[src/rtl/mrd_mem_pkg.sv]
// Shared constants, state encoding and bank-rotation helper for the mixed-radix
// ping-pong memory read/write sequencers.
package mrd_mem_pkg;

    localparam int N_BANK  = 5;
    localparam int MAX_RDX = 5;

    typedef logic [2:0] bank_idx_t;

    typedef enum logic [1:0] {
        ST_IDLE,
        ST_RUN,
        ST_DRAIN,
        ST_DONE
    } rd_state_t;

    // (a + b) mod 5 for operands already in 0..4; no divider needed.
    function automatic bank_idx_t mod5_add(input bank_idx_t a, input bank_idx_t b);
        logic [3:0] sum;
        sum = {1'b0, a} + {1'b0, b};
        if (sum >= 4'd5) begin
            sum = sum - 4'd5;
        end
        return sum[2:0];
    endfunction

endpackage

[src/rtl/mrd_rdx2345_if.sv]
// One butterfly's worth of legs passed between the sample memory and the
// radix-2/3/4/5 switch, with bank coordinates for in-place write-back.
interface mrd_rdx2345_if #(
    parameter int DW  = 16,
    parameter int AW  = 8,
    parameter int TWW = 12
);
    logic [2:0]     factor;
    logic           valid;
    logic [DW-1:0]  d_real      [0:4];
    logic [DW-1:0]  d_imag      [0:4];
    logic [2:0]     bank_index  [0:4];
    logic [AW-1:0]  bank_addr   [0:4];
    logic [TWW-1:0] twdl_numrtr [0:4];

    modport from_mem (output factor, valid, d_real, d_imag, bank_index, bank_addr, twdl_numrtr);
    modport sw       (input  factor, valid, d_real, d_imag, bank_index, bank_addr, twdl_numrtr);
endinterface

[src/rtl/mrd_rd_delay.sv]
// Fixed-depth register pipeline that keeps issue-side context aligned with the
// bank read data returning DEPTH cycles later.
module mrd_rd_delay #(
    parameter int W     = 1,
    parameter int DEPTH = 2
) (
    input  logic         clk,
    input  logic         rst_n,
    input  logic [W-1:0] din,
    output logic [W-1:0] dout
);

    generate
        if (DEPTH == 0) begin : g_bypass
            assign dout = din;
        end else begin : g_pipe
            logic [W-1:0] stage_reg [0:DEPTH-1];

            always_ff @(posedge clk) begin
                if (!rst_n) begin
                    for (int i = 0; i < DEPTH; i++) begin
                        stage_reg[i] <= '0;
                    end
                end else begin
                    stage_reg[0] <= din;
                    for (int i = 1; i < DEPTH; i++) begin
                        stage_reg[i] <= stage_reg[i-1];
                    end
                end
            end

            assign dout = stage_reg[DEPTH-1];
        end
    endgenerate

endmodule

[src/rtl/mrd_mem_rdx2345_rd.sv]
// Read-side sequencer for one ping-pong memory: sweeps a stage's butterflies,
// reads five rotated banks per cycle and presents the legs in leg order.
module mrd_mem_rdx2345_rd
    import mrd_mem_pkg::*;
#(
    parameter int DW     = 16,
    parameter int AW     = 8,
    parameter int TWW    = 12,
    parameter int RD_LAT = 2
) (
    input  logic                   clk,
    input  logic                   rst_n,
    input  logic                   start,
    input  logic [2:0]             factor,
    input  logic [AW:0]            n_bfly,
    input  logic [AW-1:0]          twdl_period,
    output logic                   busy,
    output logic                   done,
    output logic [N_BANK-1:0]      mem_rd_en,
    output logic [N_BANK*AW-1:0]   mem_rd_addr,
    input  logic [N_BANK*DW-1:0]   mem_rd_real,
    input  logic [N_BANK*DW-1:0]   mem_rd_imag,
    mrd_rdx2345_if.from_mem        to_sw
);

    localparam int DCW = $clog2(RD_LAT + 2);
    localparam int PW  = 1 + 3 + AW + AW;

    rd_state_t       state_reg, state_next;
    logic [AW-1:0]   bcnt_reg, bcnt_next;
    bank_idx_t       rot_reg, rot_next;
    logic [AW-1:0]   tcnt_reg, tcnt_next;
    logic [DCW-1:0]  drain_reg, drain_next;
    logic [2:0]      factor_reg, factor_next;
    logic [AW:0]     n_bfly_reg, n_bfly_next;
    logic [AW-1:0]   tp_reg, tp_next;

    logic            start_ok;
    logic            last_issue;
    logic            issue;

    assign start_ok = start && (factor >= 3'd2) && (factor <= 3'd5) &&
                      (n_bfly != '0) && (n_bfly <= {1'b1, {AW{1'b0}}}) &&
                      (twdl_period != '0);
    assign last_issue = ({1'b0, bcnt_reg} == (n_bfly_reg - 1'b1));
    assign issue      = (state_reg == ST_RUN);
    assign busy       = (state_reg != ST_IDLE);
    assign done       = (state_reg == ST_DONE);

    always_ff @(posedge clk) begin
        if (!rst_n) begin
            state_reg  <= ST_IDLE;
            bcnt_reg   <= '0;
            rot_reg    <= '0;
            tcnt_reg   <= '0;
            drain_reg  <= '0;
            factor_reg <= '0;
            n_bfly_reg <= '0;
            tp_reg     <= '0;
        end else begin
            state_reg  <= state_next;
            bcnt_reg   <= bcnt_next;
            rot_reg    <= rot_next;
            tcnt_reg   <= tcnt_next;
            drain_reg  <= drain_next;
            factor_reg <= factor_next;
            n_bfly_reg <= n_bfly_next;
            tp_reg     <= tp_next;
        end
    end

    always_comb begin
        state_next  = state_reg;
        bcnt_next   = bcnt_reg;
        rot_next    = rot_reg;
        tcnt_next   = tcnt_reg;
        drain_next  = drain_reg;
        factor_next = factor_reg;
        n_bfly_next = n_bfly_reg;
        tp_next     = tp_reg;
        case (state_reg)
            ST_IDLE: begin
                if (start_ok) begin
                    factor_next = factor;
                    n_bfly_next = n_bfly;
                    tp_next     = twdl_period;
                    bcnt_next   = '0;
                    rot_next    = '0;
                    tcnt_next   = '0;
                    state_next  = ST_RUN;
                end
            end
            ST_RUN: begin
                if (last_issue) begin
                    drain_next = '0;
                    state_next = ST_DRAIN;
                end else begin
                    bcnt_next = bcnt_reg + 1'b1;
                    rot_next  = (rot_reg == 3'd4) ? 3'd0 : rot_reg + 3'd1;
                    tcnt_next = (tcnt_reg == tp_reg - 1'b1) ? '0 : tcnt_reg + 1'b1;
                end
            end
            ST_DRAIN: begin
                // RD_LAT+1 cycles lets the last read land in the output register.
                if (drain_reg == DCW'(RD_LAT)) begin
                    state_next = ST_DONE;
                end else begin
                    drain_next = drain_reg + 1'b1;
                end
            end
            ST_DONE: state_next = ST_IDLE;
            default: state_next = ST_IDLE;
        endcase
    end

    always_comb begin
        mem_rd_en   = '0;
        mem_rd_addr = '0;
        if (issue) begin
            for (int j = 0; j < N_BANK; j++) begin
                mem_rd_en[mod5_add(bank_idx_t'(j), rot_reg)] = (3'(j) < factor_reg);
                mem_rd_addr[j*AW +: AW] = bcnt_reg;
            end
        end
    end

    logic [PW-1:0]  pipe_out;
    logic           valid_d;
    bank_idx_t      rot_d;
    logic [AW-1:0]  bcnt_d;
    logic [AW-1:0]  tcnt_d;

    mrd_rd_delay #(
        .W     (PW),
        .DEPTH (RD_LAT)
    ) u_delay (
        .clk   (clk),
        .rst_n (rst_n),
        .din   ({issue, rot_reg, bcnt_reg, tcnt_reg}),
        .dout  (pipe_out)
    );

    assign {valid_d, rot_d, bcnt_d, tcnt_d} = pipe_out;

    logic [DW-1:0]  bank_real [0:N_BANK-1];
    logic [DW-1:0]  bank_imag [0:N_BANK-1];
    bank_idx_t      leg_bank  [0:N_BANK-1];
    logic [DW-1:0]  leg_real  [0:N_BANK-1];
    logic [DW-1:0]  leg_imag  [0:N_BANK-1];
    logic [TWW-1:0] leg_twdl  [0:N_BANK-1];

    // Un-rotate: leg j came from bank (j + rot) mod 5 when it was issued.
    for (genvar gi = 0; gi < N_BANK; gi++) begin : g_leg
        logic [AW+2:0] tw_full;
        logic          leg_used;

        assign bank_real[gi] = mem_rd_real[gi*DW +: DW];
        assign bank_imag[gi] = mem_rd_imag[gi*DW +: DW];
        assign leg_bank[gi]  = mod5_add(bank_idx_t'(gi), rot_d);
        assign leg_used      = (3'(gi) < factor_reg);
        assign leg_real[gi]  = leg_used ? bank_real[leg_bank[gi]] : '0;
        assign leg_imag[gi]  = leg_used ? bank_imag[leg_bank[gi]] : '0;
        assign tw_full       = (AW+3)'(gi) * {3'b000, tcnt_d};
        assign leg_twdl[gi]  = TWW'(tw_full);
    end

    always_ff @(posedge clk) begin
        if (!rst_n) begin
            to_sw.valid  <= 1'b0;
            to_sw.factor <= '0;
            for (int j = 0; j < N_BANK; j++) begin
                to_sw.d_real[j]      <= '0;
                to_sw.d_imag[j]      <= '0;
                to_sw.bank_index[j]  <= '0;
                to_sw.bank_addr[j]   <= '0;
                to_sw.twdl_numrtr[j] <= '0;
            end
        end else begin
            to_sw.valid <= valid_d;
            if (valid_d) begin
                to_sw.factor <= factor_reg;
                for (int j = 0; j < N_BANK; j++) begin
                    to_sw.d_real[j]      <= leg_real[j];
                    to_sw.d_imag[j]      <= leg_imag[j];
                    to_sw.bank_index[j]  <= leg_bank[j];
                    to_sw.bank_addr[j]   <= bcnt_d;
                    to_sw.twdl_numrtr[j] <= leg_twdl[j];
                end
            end
        end
    end

endmodule

[src/flat_wrapper.sv]
// flat-port wrapper written by rule: the top's interface ports become plain ports
module mrd_mem_rdx2345_rd_flat import mrd_mem_pkg::*;
#(
    parameter int DW     = 16,
    parameter int AW     = 8,
    parameter int TWW    = 12,
    parameter int RD_LAT = 2
)
  (clk, rst_n, start, factor, n_bfly, twdl_period, busy, done, mem_rd_en, mem_rd_addr, mem_rd_real, mem_rd_imag, to_sw_factor, to_sw_valid, to_sw_d_real, to_sw_d_imag, to_sw_bank_index, to_sw_bank_addr, to_sw_twdl_numrtr);
  mrd_rdx2345_if #(.DW(DW), .AW(AW), .TWW(TWW)) to_sw_i ();
  input  logic clk;
  input  logic rst_n;
  input  logic start;
  input  logic [2:0] factor;
  input  logic [AW:0] n_bfly;
  input  logic [AW-1:0] twdl_period;
  output logic busy;
  output logic done;
  output logic [N_BANK-1:0] mem_rd_en;
  output logic [N_BANK*AW-1:0] mem_rd_addr;
  input  logic [N_BANK*DW-1:0] mem_rd_real;
  input  logic [N_BANK*DW-1:0] mem_rd_imag;
  output wire logic [$bits(to_sw_i.factor)-1:0] to_sw_factor;
  output wire logic [$bits(to_sw_i.valid)-1:0] to_sw_valid;
  output wire logic [$bits(to_sw_i.d_real)-1:0] to_sw_d_real;
  output wire logic [$bits(to_sw_i.d_imag)-1:0] to_sw_d_imag;
  output wire logic [$bits(to_sw_i.bank_index)-1:0] to_sw_bank_index;
  output wire logic [$bits(to_sw_i.bank_addr)-1:0] to_sw_bank_addr;
  output wire logic [$bits(to_sw_i.twdl_numrtr)-1:0] to_sw_twdl_numrtr;
  assign to_sw_factor = to_sw_i.factor;
  assign to_sw_valid = to_sw_i.valid;
  assign to_sw_d_real = {>>{to_sw_i.d_real}};
  assign to_sw_d_imag = {>>{to_sw_i.d_imag}};
  assign to_sw_bank_index = {>>{to_sw_i.bank_index}};
  assign to_sw_bank_addr = {>>{to_sw_i.bank_addr}};
  assign to_sw_twdl_numrtr = {>>{to_sw_i.twdl_numrtr}};
  mrd_mem_rdx2345_rd #(.DW(DW), .AW(AW), .TWW(TWW), .RD_LAT(RD_LAT)) u_core (.clk(clk), .rst_n(rst_n), .start(start), .factor(factor), .n_bfly(n_bfly), .twdl_period(twdl_period), .busy(busy), .done(done), .mem_rd_en(mem_rd_en), .mem_rd_addr(mem_rd_addr), .mem_rd_real(mem_rd_real), .mem_rd_imag(mem_rd_imag), .to_sw(to_sw_i));
endmodule
[config.mk]
export PLATFORM = sky130hd
export DESIGN_NAME = mrd_mem_rdx2345_rd_flat
export DESIGN_NICKNAME = d
export VERILOG_FILES = /design/src/rtl/mrd_mem_pkg.sv /design/src/rtl/mrd_rdx2345_if.sv /design/src/rtl/mrd_rd_delay.sv /design/src/rtl/mrd_mem_rdx2345_rd.sv /design/src/flat_wrapper.sv
export SDC_FILE = /design/constraint.sdc
export NUM_CORES = 1
export LEC_CHECK = 0
export BUFFER_PORTS_ARGS = -buffer_cell sky130_fd_sc_hd__buf_2
export CAP_MARGIN = 10
export CORE_AREA = 2 2 198 200
export CTS_CLUSTER_DIAMETER = 30
export DETAILED_ROUTE_END_ITERATION = 10
export DIE_AREA = 0 0 200 202
export PLACE_DENSITY = 0.79
export SETUP_SLACK_MARGIN = 0.5
export SYNTH_ARGS = -nofsm -noshare
export SYNTH_HDL_FRONTEND = slang
export SYNTH_SLANG_ARGS = --single-unit
[constraint.sdc]
create_clock -name clk -period 4.18 [get_ports clk]
set_input_delay 0.209 -clock clk [delete_from_list [all_inputs] [get_ports clk]]
set_output_delay 0.209 -clock clk [all_outputs]
set_load 0.01 [all_outputs]
==> results.md <==
- Run status: finished clean
- Buf/Inv on CP: 2
- CP Launch Type: flip-flop
- Combinational family with the most area after synthesis: compound AO/OA/AOI/OAI gates
- Nets: 2,675
- Largest net degree at the start of global routing: 97
- Synth top area cells: dfxtp_1 (31%), mux4_2 (12%), a21oi_1 (5.7%), nand2_1 (4.9%), buf_4 (4.4%)
- Slew Limit Headroom: 18.5%
- Least-Margin Pin Slew: 1.22 ns
- Max incr delay on CP: 0.74 ns
- DP HPWL: 48,400 um
- Fill cells: 3,174
- Hold path startpoint: mem_rd_real[1]
- Ys flop type: dfxtp_1
- Via count: 19,495
- CP required: 4.69 ns
- Core Rows: 72
- Die area: 40,400 um^2
- Core ar.: 38,300 um^2
- Initial antenna violation count: 16
- Post-synth top cells: dfxtp_1 (287), nand2_1 (240), a21oi_1 (206), nor2_1 (163), clkbuf_1 (150)
- Hold Path Class: input port to flip-flop
- Crit-path slowest cell: ha_2
- Reg2Reg Setup Slack: 0.63 ns
- Synth Instances: 2,093
- CP cell instances: inv_1 -> ha_1 -> ha_2 -> a21oi_4 -> nor2_4 -> buf_4 -> a22oi_1 -> o2bb2ai_1 -> and2_1
- Root buffer cell: clkbuf_16
- Gpl congestion: 0.929
- Critical path class: flip-flop to flip-flop
- Max Fclk: 281 MHz
- Sink Count: 287
- Seq/Total Area, Yosys: 31.5%
- Final critical-path required period: 3.55 ns
- Setup WS post-layout: 0.627 ns
- End of the worst register-to-register path: u_core.to_sw.d_imag[16]
- First-pass GRT wire length: 111,000 um
- Max-capacitance violation count: 0
- Comb power frac: 15.8%
- Die Span X: 200 um
- Post-Place Worst Slack: 0.336 ns
- Clk network pwr share: 55.2%
- Netlist Area Pre-Place: 18,200 um^2
- Initial detailed-routing violation count: 2,343
- Yosys top cell by area: dfxtp_1
- Global route overflow: 0
- Routed WL per cell: 24.3 um
- Initial Utilization: 47.6%
- Peak VDD IR: 0.370 mV
- Ys Warns: 0
- Max FO, Critical Path: 21
- Worst hold slack: 0.00882 ns
- Final instance area: 23,200 um^2
- Asr flop ratio synth: 0%
- Sequential Power Share: 28.9%
- Psw: 2750 uW
- Synth Area in Compound Gates: 23.1%
- Mux contribution to synthesized area: 16.9%
- CTS tree: done
- Synth Area in Simple Gates: 15.2%
- Netlist cell types: 73
- I/O pin count: 509
- Clock skew: 0.0197 ns
- Reg2reg path depth: 9
- Crit share post-route: 85.0%
- Count leader, synth: dfxtp_1
- Reg clk slew, reported paths: 0.05 ns
- Routed Antenna Nets: 0
- Port Buf Inserts: 482
- Worst path arrival time: 4.07 ns
- Share of layout cells above drive strength 1: 32.8%
- Hold EP: u_core.to_sw.d_real[49]
- Post-synth top area share: 31.5%
- Final Power: 9890 uW
- Drt via density: 6.41
- Sw Share: 27.8%
- Pwr/cell area: 427 nW/um^2
- DP Area: 20,500 um^2
- Leak: 0.0104 uW
- DRC Markers: 0
- Setup TNS: 0 ns
- Avg Inst Size Synth: 8.71 um^2
- CTS H-tree depth: 3
- Clk_lat worst skew: 0.58 ns
- Die Ht: 202 um
- Unrepaired setup endpoints after global routing: true
- P_int: 7140 uW
- Register bit total from synthesis: 287
- Hold Path Stages: 3
- Total Routed Length: 73,900 um
- Delay-heaviest family, CP: adder cells
- Router iterations before antenna repair: 7
- TritonCTS Buffers: 68
- Final Hold Viols: 0
- Number of synthesized flops with an enable pin: 0
- Area grow syn2layout: 26.9%
- Total Routing Usage GR: 35.8%
- Clock buffer depth: 3
- Pins over their slew limit: 0
- Critical path capture point type: flip-flop
- Post-Synth Adder-Cell Area: 2.73%
- R2r startpoint: u_core.u_delay.g_pipe.stage_reg[0][37]
- Vias in the first global route: 19,228
- Xor/xnor share of the synthesized area: 1.58%
- Finish-stage setup viols: 0
-- timing repair --
action / 4_1_cts / 5_1_grt
hold endpoints to repair: 20 / 0
hold buffers: 20 / 0
resized for setup: 5 / 11
setup buffers: 0 / 4
setup endpoints to repair: 25 / 90
pin swaps: 0 / 1
-- worst register-to-register path, stage by stage (launching register included) --
cell and delay, ns:
dfxtp_1 0.60, inv_1 0.22, ha_1 0.26, ha_2 0.74, a21oi_4 0.14, nor2_4 0.59, buf_4 0.28, a22oi_1 0.27
o2bb2ai_1 0.24, and2_1 0.14
-- power groups by stage --
| stage | combinational, uW | clock, uW | sequential, uW |
|---|---|---|---|
| final | 1570 | 5470 | 2860 |
| after global routing | 1670 | 5650 | 2870 |
| after CTS | 1520 | 5480 | 2860 |
| after detailed placement | 1490 | 0 | 2910 |
| after global placement | 1440 | 0 | 2910 |
| after floorplan | 1010 | 0 | 2900 |
-- through the flow --
step	cells	utilization [%]
final	3040	60.5
after global routing	3036	60.4
after CTS	3020	60.2
after detailed placement	2878	53.4
after global placement	2878	53.4
after floorplan	2118	-
-- kinds of logic (layout without fill, tap and decap cells) --
kind of cell,after synthesis,in the layout
AOI/OAI and AO/OA,626,626
and+or+nand+nor,604,604
buffers and inverters,323,711
DFF,287,287
muxes,181,181
adders and majority gates,38,38
xor gates and xnor gates,33,33
other,1,42
-- metal layers --
| metal | share of wire [%] | global-route usage, % | up-vias |
|---|---|---|---|
| li1 | - | - | 8329 |
| met1 | 34 | 40.1 | 9159 |
| met2 | 46 | 54.9 | 1598 |
| met3 | 14 | 15.4 | 407 |
| met4 | 6.4 | 23.5 | 2 |
| met5 | 0.023 | 2.47 | - |
-- cell type report --
| class | count | area [um^2] | area share (%) |
|---|---|---|---|
| inverters | 43 | 170 | 0.735 |
| well taps | 518 | 648 | 2.80 |
| clock buffers | 87 | 1920 | 8.28 |
| multi-input cells | 1508 | 11200 | 48.4 |
| repair buffers | 546 | 2970 | 12.8 |
| diodes | 16 | 40.0 | 0.173 |
| clock inverters | 35 | 455 | 1.97 |
| flip-flops and latches | 287 | 5750 | 24.8 |
-- cells in the final DEF (no fill, tap or decap), types with 15 or more instances in the layout --
| cell type | synthesis | routed |
|---|---|---|
| buf_2 | 16 | 481 |
| dfxtp_1 | 287 | 283 |
| nand2_1 | 240 | 236 |
| a21oi_1 | 206 | 201 |
| nor2_1 | 163 | 159 |
| and2_1 | 106 | 106 |
| mux4_2 | 98 | 98 |
| a22oi_1 | 96 | 96 |
| o21ai_0 | 87 | 86 |
| clkbuf_16 | 0 | 71 |
| o2bb2ai_1 | 66 | 66 |
| o221ai_1 | 62 | 62 |
| mux2i_1 | 51 | 48 |
| buf_4 | 107 | 43 |
| inv_1 | 41 | 39 |
| a211o_1 | 32 | 32 |
| mux2_2 | 32 | 32 |
| ha_1 | 35 | 31 |
| conb_1 | 1 | 26 |
| dlygate4sd3_1 | 0 | 20 |
| diode_2 | 0 | 16 |
| xnor2_1 | 23 | 16 |
| nand3_1 | 15 | 15 |
| nor3_1 | 17 | 15 |
-- worst max-delay path by stage --
| stage | from | end | slack (ns) | cells past startpoint |
|---|---|---|---|---|
| after global routing | u_core.u_delay.g_pipe.stage_reg[0][37] | u_core.to_sw.d_imag[16] | 0.47 | 9 |
| after detailed placement | u_core.u_delay.g_pipe.stage_reg[0][36] | u_core.to_sw.d_imag[47] | 0.34 | 12 |
| after floorplan | u_core.u_delay.g_pipe.stage_reg[0][36] | u_core.to_sw.d_imag[47] | 1.11 | 13 |
| final | u_core.u_delay.g_pipe.stage_reg[0][37] | u_core.to_sw.d_imag[16] | 0.63 | 9 |
| after global placement | u_core.u_delay.g_pipe.stage_reg[0][36] | u_core.to_sw.d_imag[44] | 0.52 | 12 |
| after CTS | u_core.u_delay.g_pipe.stage_reg[0][36] | u_core.to_sw.d_imag[47] | 0.52 | 12 |
(Power assumes the default switching activity.)
